**src/rtl/arb_pkg.sv**
```systemverilog
// Shared types and constants for the round-robin arbiter-merge and its output FIFO.
package arb_pkg;

   localparam int unsigned ARB_DEF_NUM_IN = 14;
   localparam int unsigned ARB_DEF_WIDTH  = 14;
   localparam int unsigned ARB_DEF_IDW    = $clog2(ARB_DEF_NUM_IN);

   // Reset values for the arbitration pointer and FIFO occupancy.
   localparam int unsigned ARB_RST_RR_PTR = 0;
   localparam int unsigned ARB_RST_COUNT  = 0;

   function automatic int unsigned arb_idw(input int unsigned n);
      return (n < 2) ? 1 : $clog2(n);
   endfunction

   typedef struct packed {
      logic [ARB_DEF_WIDTH-1:0] data;
      logic [ARB_DEF_IDW-1:0]   src;
      logic                     last;
   } arb_entry_t;

endpackage

```
**src/rtl/arb_out_fifo.sv**
```systemverilog
// Synchronous FIFO of arbiter entries; read data comes straight from the storage mux.
module arb_out_fifo
   import arb_pkg::*;
#(
   parameter  int unsigned DEPTH = 2,
   parameter  type         T     = arb_entry_t,
   localparam int unsigned AW    = $clog2(DEPTH),
   localparam int unsigned CW    = $clog2(DEPTH) + 1
) (
   input  logic          clk,
   input  logic          rst,
   input  logic          i_push,
   input  T              i_wdata,
   input  logic          i_pop,
   output T              o_rdata,
   output logic          o_full,
   output logic          o_empty,
   output logic [CW-1:0] o_count
);

   T              r_mem [DEPTH];
   logic [AW-1:0] r_wr_ptr;
   logic [AW-1:0] r_rd_ptr;
   logic [CW-1:0] r_count;
   logic          w_do_push;
   logic          w_do_pop;

   assign o_full    = (r_count == CW'(DEPTH));
   assign o_empty   = (r_count == '0);
   assign o_count   = r_count;
   assign o_rdata   = r_mem[r_rd_ptr];
   assign w_do_push = i_push && !o_full;
   assign w_do_pop  = i_pop && !o_empty;

   // Storage is cleared on reset so the head fields read as zero while empty.
   always_ff @(posedge clk) begin
      if (rst) begin
         r_wr_ptr <= '0;
         r_rd_ptr <= '0;
         r_count  <= CW'(ARB_RST_COUNT);
         for (int unsigned i = 0; i < DEPTH; i++) begin
            r_mem[i] <= '0;
         end
      end else begin
         if (w_do_push) begin
            r_mem[r_wr_ptr] <= i_wdata;
            r_wr_ptr        <= r_wr_ptr + 1'b1;
         end
         if (w_do_pop) begin
            r_rd_ptr <= r_rd_ptr + 1'b1;
         end
         if (w_do_push && !w_do_pop) begin
            r_count <= r_count + 1'b1;
         end else if (w_do_pop && !w_do_push) begin
            r_count <= r_count - 1'b1;
         end
      end
   end

endmodule

```
**src/rtl/arbiter_merge_rr.sv**
```systemverilog
// N-input round-robin arbiter-merge into a tagged output FIFO.
// Packet locking (contiguous multi-beat packets) is enabled by defining ARB_MERGE_PKT_LOCK_EN.
module arbiter_merge_rr
   import arb_pkg::*;
#(
   parameter  int unsigned NUM_IN = 14,
   parameter  int unsigned WIDTH  = 14,
   parameter  int unsigned DEPTH  = 2,
   localparam int unsigned IDW    = arb_idw(NUM_IN)
) (
   input  logic                    clk,
   input  logic                    rst,
   input  logic [NUM_IN-1:0]       in_valid,
   output logic [NUM_IN-1:0]       in_ready,
   input  logic [NUM_IN*WIDTH-1:0] in_data,
   input  logic [NUM_IN-1:0]       in_last,
   output logic                    out_valid,
   input  logic                    out_ready,
   output logic [WIDTH-1:0]        out_data,
   output logic [IDW-1:0]          out_src,
   output logic                    out_last
);

   localparam int unsigned SW = IDW + 1;
   localparam int unsigned CW = $clog2(DEPTH) + 1;

   typedef struct packed {
      logic [WIDTH-1:0] data;
      logic [IDW-1:0]   src;
      logic             last;
   } entry_t;

   logic [IDW-1:0] r_rr_ptr;
`ifdef ARB_MERGE_PKT_LOCK_EN
   logic           r_locked;
   logic [IDW-1:0] r_lock_id;
`endif

   logic [SW-1:0]  w_sum;
   logic           w_found;
   logic [IDW-1:0] w_win;
   logic [IDW-1:0] w_win_inc;
   logic           w_push;
   logic           w_pop;
   logic           w_full;
   logic           w_empty;
   logic [CW-1:0]  w_count;
   entry_t         w_wdata;
   entry_t         w_rdata;

   // Cyclic scan from r_rr_ptr; the sum never exceeds 2*NUM_IN-2, so one subtract wraps it.
   always_comb begin
      w_found = 1'b0;
      w_win   = '0;
      w_sum   = '0;
      for (int unsigned k = 0; k < NUM_IN; k++) begin
         w_sum = {1'b0, r_rr_ptr} + SW'(k);
         if (w_sum >= SW'(NUM_IN)) begin
            w_sum = w_sum - SW'(NUM_IN);
         end
         if (!w_found && in_valid[w_sum[IDW-1:0]]) begin
            w_found = 1'b1;
            w_win   = w_sum[IDW-1:0];
         end
      end
`ifdef ARB_MERGE_PKT_LOCK_EN
      if (r_locked) begin
         w_found = in_valid[r_lock_id];
         w_win   = r_lock_id;
      end
`endif
   end

   assign w_push    = w_found && !w_full && !rst;
   assign w_pop     = out_valid && out_ready;
   assign w_win_inc = (w_win == IDW'(NUM_IN - 1)) ? '0 : w_win + 1'b1;

   always_comb begin
      in_ready = '0;
      if (w_push) begin
         in_ready[w_win] = 1'b1;
      end
   end

   always_comb begin
      w_wdata      = '0;
      w_wdata.data = in_data[w_win*WIDTH +: WIDTH];
      w_wdata.src  = w_win;
      w_wdata.last = in_last[w_win];
   end

   always_ff @(posedge clk) begin
      if (rst) begin
         r_rr_ptr  <= IDW'(ARB_RST_RR_PTR);
`ifdef ARB_MERGE_PKT_LOCK_EN
         r_locked  <= 1'b0;
         r_lock_id <= '0;
`endif
      end else if (w_push) begin
`ifdef ARB_MERGE_PKT_LOCK_EN
         // The pointer only moves at packet end, so a locked packet never skips fairness.
         if (in_last[w_win]) begin
            r_locked <= 1'b0;
            r_rr_ptr <= w_win_inc;
         end else begin
            r_locked  <= 1'b1;
            r_lock_id <= w_win;
         end
`else
         r_rr_ptr <= w_win_inc;
`endif
      end
   end

   arb_out_fifo #(
      .DEPTH (DEPTH),
      .T     (entry_t)
   ) u_fifo (
      .clk     (clk),
      .rst     (rst),
      .i_push  (w_push),
      .i_wdata (w_wdata),
      .i_pop   (w_pop),
      .o_rdata (w_rdata),
      .o_full  (w_full),
      .o_empty (w_empty),
      .o_count (w_count)
   );

   assign out_valid = !w_empty;
   assign out_data  = w_rdata.data;
   assign out_src   = w_rdata.src;
   assign out_last  = w_rdata.last;

   a_fifo_flags: assert property (@(posedge clk) disable iff (rst)
      (w_empty == (w_count == '0)) && (w_full == (w_count == CW'(DEPTH))));

endmodule

```
**config.mk**
```make
export PLATFORM = sky130hd
export DESIGN_NAME = arbiter_merge_rr
export DESIGN_NICKNAME = d
export VERILOG_FILES = /design/src/rtl/arb_pkg.sv /design/src/rtl/arb_out_fifo.sv /design/src/rtl/arbiter_merge_rr.sv
export SDC_FILE = /design/constraint.sdc
export NUM_CORES = 1
export LEC_CHECK = 0
export CAP_MARGIN = 40
export CORE_MARGIN = 3
export CORE_UTILIZATION = 52
export DETAILED_ROUTE_END_ITERATION = 7
export HOLD_SLACK_MARGIN = 0.03
export PLACE_DENSITY_LB_ADDON = 0.12
export SLEW_MARGIN = 20
export SYNTH_ARGS = -nofsm -noshare
export SYNTH_HDL_FRONTEND = slang
export SYNTH_HIERARCHICAL = 1
export SYNTH_SLANG_ARGS = --single-unit
```
**constraint.sdc**
```tcl
create_clock -name clk -period 14.07 [get_ports clk]
set_clock_uncertainty 0.05 [all_clocks]
set_input_delay 3.5175 -clock clk [delete_from_list [all_inputs] [get_ports clk]]
set_output_delay 3.5175 -clock clk [all_outputs]
set_load 0.005 [all_outputs]
```
==> impl_metrics.json <==
{
  "synth_fa_ha_area_frac": 0.03331,
  "final_antenna_net_count": 0,
  "portBuffers": 260,
  "die_y_um": 133.8,
  "rows": 46,
  "cts_setup_buffers": 0,
  "coreArea_um2": 15940,
  "failed_checks": "DRC",
  "synth_top_family_by_area": "simple AND/OR/NAND/NOR gates",
  "ff2ff_path_depth": 20,
  "ys_ff_latch": 47,
  "wl_per_cell_um": 23.47,
  "maxCapViolCount": 0,
  "dp_hpwl_um": 28500,
  "route.vias.total": 10110,
  "holdBufCountCts": 0,
  "die_w_um": 133.8,
  "synth_cell_types": 96,
  "cts_tree": "done",
  "clkTransAtPathRegs_ps": 60,
  "setup_viol": 0,
  "slew_headroom": 0.3510,
  "clk_latency_ps": 290,
  "placed_area_um2": 11090,
  "synth_top_area_frac": 0.1498,
  "synth_warnings": 6,
  "worstSetupStartpoint": "in_valid[6]",
  "drv_slew": 0,
  "post-route-period-util": 0.8579,
  "min_from": "u_fifo/r_rd_ptr",
  "syn_area_um2": 8488,
  "r2r_start": "r_rr_ptr[0]",
  "crit_fanout": 18,
  "grt_pass1_wl_um": 52990,
  "htree_levels": 2,
  "worstPathRequired_ps": 10500,
  "die-area_um2": 17890,
  "hold_viol_final": 0,
  "final_layout_size_suffix_gt1_frac": 0.08282,
  "grt-ovfl-total": 0,
  "yosysTopAreaCell": "mux2i_1",
  "synth_xor_area_frac": 0.02255,
  "drt-pass1-iter-count": 8,
  "setup_tns_ps": 0,
  "status": "finished, violations left",
  "routed_wl_um": 35390,
  "maxUsedRoutingLayer": "met4",
  "hold_depth": 2,
  "synth_area_leaders": "mux2i_1, edfxtp_1, mux2_2, nor2_1, nand2_1",
  "syn_inst": 1081,
  "num_antenna_cells": 0,
  "grt_usage": 0.3754,
  "syn_area_per_cell_um2": 7.852,
  "numCtsBuffers": 5,
  "worst_pin_slew_ps": 971.1,
  "multi_input_area_um2": 6663,
  "r2r_slack_ps": 5410,
  "place_ws_ps": 2099,
  "dr_wl_met3_um": 4347,
  "ios": 261,
  "vias_per_cell": 6.704,
  "stdcell_area_um2": 11290,
  "area_delta_synth_final_pct": 33.00,
  "setup.worst_path.start_class": "input port",
  "rsz0062_at_grt": "no",
  "arrival_ps": 8500,
  "fillCellCount": 1274,
  "dr_wl_met2_um": 15810,
  "hold_path_class": "reg2reg",
  "synth_flop_cell": "edfxtp_1",
  "grt_pass1_vias": 9318,
  "clock_sinks": 47,
  "synth_compound_area_frac": 0.2403,
  "antenna_found_initial": 0,
  "synth-simple-area-share": 0.2698,
  "endpoint_kind": "primary output",
  "final_util": 0.7081,
  "ys_seq_area_frac": 0.1557,
  "async_flop_share": 0,
  "setup.worst_path.class": "in2out",
  "synth_nets": 1330,
  "muxShareOfSynthArea": 0.2174,
  "drt-met1-wl_um": 13710,
  "grt_max_degree": 64,
  "postLayoutSetupSlackWorst_ps": 1999,
  "drc": 1,
  "initial_core_util": 0.5324,
  "root_buffer": "clkbuf_16",
  "regArea_um2": 1323,
  "fmax_mhz": 82.84,
  "synth_most_common_cell": "mux2i_1",
  "finalCriticalPeriod_ps": 12070,
  "first_iter_violations": 1379,
  "layout.nets": 1540,
  "synth_edf_count": 38,
  "clockBufferDepth": 2,
  "ys_top_cells_by_count": "mux2i_1, nor2_1, nand2_1",
  "place_congestion": 1.056,
  "cts-resized-gates": 0
}
metal layers:
metal / global-route usage / up-vias
met1: 0.5105 / 4742
li1: - / 4549
met5: 0 / -
met3: 0.09328 / 106
met2: 0.5814 / 712
met4: 0.1303 / 0
sequential cells by signal (all words and copies together) (netlist names), named ones only:
| name | count |
|---|---|
| u_fifo/r_mem | 38 |
| r_rr_ptr | 4 |
| u_fifo/r_wr_ptr | 1 |
| u_fifo/r_rd_ptr | 1 |
| u_fifo/o_count | 2 |
final timing paths:
path,endpoint
hold / removal,u_fifo/r_rd_ptr
setup / recovery,in_ready[5]
hold reg to reg,u_fifo/r_rd_ptr
setup reg to reg,u_fifo/r_mem[1][15]
stage by stage:
stage | hold WS, ps | std cells
2_1_floorplan | 422.5 | 1081
3_3_place_gp | 435.6 | 1495
4_1_cts | 465.2 | 1505
3_5_place_dp | 449.1 | 1497
6_report | 460.6 | 1508
5_1_grt | 509.9 | 1508
critical path, stage by stage:
cell and delay (ps):
clkdlybuf4s50_1 430, mux2i_1 690, mux4_2 400, nand3_1 100
o211ai_1 230, and4bb_1 270, and4_1 440, nand4_1 230
o22a_1 250, a31oi_1 170, nand2_1 460, inv_2 320
nand3_1 210, nor2_1 210, clkdlybuf4s50_1 550
kinds of logic (layout without fill, tap and decap cells):
logic type               count (synthesis)  after routing
adder cells (fa/ha/maj)                 22             22
multiplexers                           172            172
buffers and inverters                  104            315
AO/OA/AOI/OAI                          267            267
XOR/XNOR                                18             18
flip-flops                              47             47
AND/OR/NAND/NOR                        451            451
cell type report:
class	count	share of cell area
Tap cell	216	0.02394
Multi-Input combinational cell	930	0.5902
Timing Repair Buffer	279	0.2446
Inverter	28	0.009310
Clock buffer	5	0.01108
Sequential cell	47	0.1171
Clock inverter	3	0.003768
cells in the final DEF (no fill, tap or decap), types with 7 or more instances in the layout:
| cell type | netlist | final |
|---|---|---|
| and4_1 | 7 | 7 |
| and2_1 | 21 | 21 |
| o221ai_1 | 10 | 10 |
| nor3_1 | 23 | 23 |
| inv_1 | 24 | 24 |
| nor2b_1 | 11 | 11 |
| xnor2_1 | 11 | 11 |
| a2111oi_1 | 9 | 9 |
| a211oi_1 | 25 | 25 |
| ha_1 | 21 | 21 |
| nand4_1 | 28 | 28 |
| o21ai_0 | 27 | 27 |
| nand2_1 | 107 | 107 |
| edfxtp_1 | 38 | 38 |
| dfxtp_1 | 9 | 8 |
| buf_4 | 10 | 14 |
| a21o_1 | 11 | 11 |
| a21oi_1 | 43 | 43 |
| o311ai_1 | 15 | 15 |
| nand2b_1 | 35 | 35 |
| nor4_1 | 9 | 9 |
| clkdlybuf4s50_1 | 0 | 260 |
| o211ai_1 | 19 | 19 |
| nand3_1 | 40 | 40 |
| and3_1 | 21 | 21 |
| mux2_2 | 39 | 39 |
| mux2i_1 | 127 | 127 |
| a31oi_1 | 7 | 7 |
| o22ai_1 | 9 | 9 |
| a211o_1 | 9 | 9 |
| nor2_1 | 112 | 111 |
| or3_1 | 8 | 8 |
Power is not shown: default switching activity piles up to over one toggle a cycle in this logic, so the estimate is an artifact.
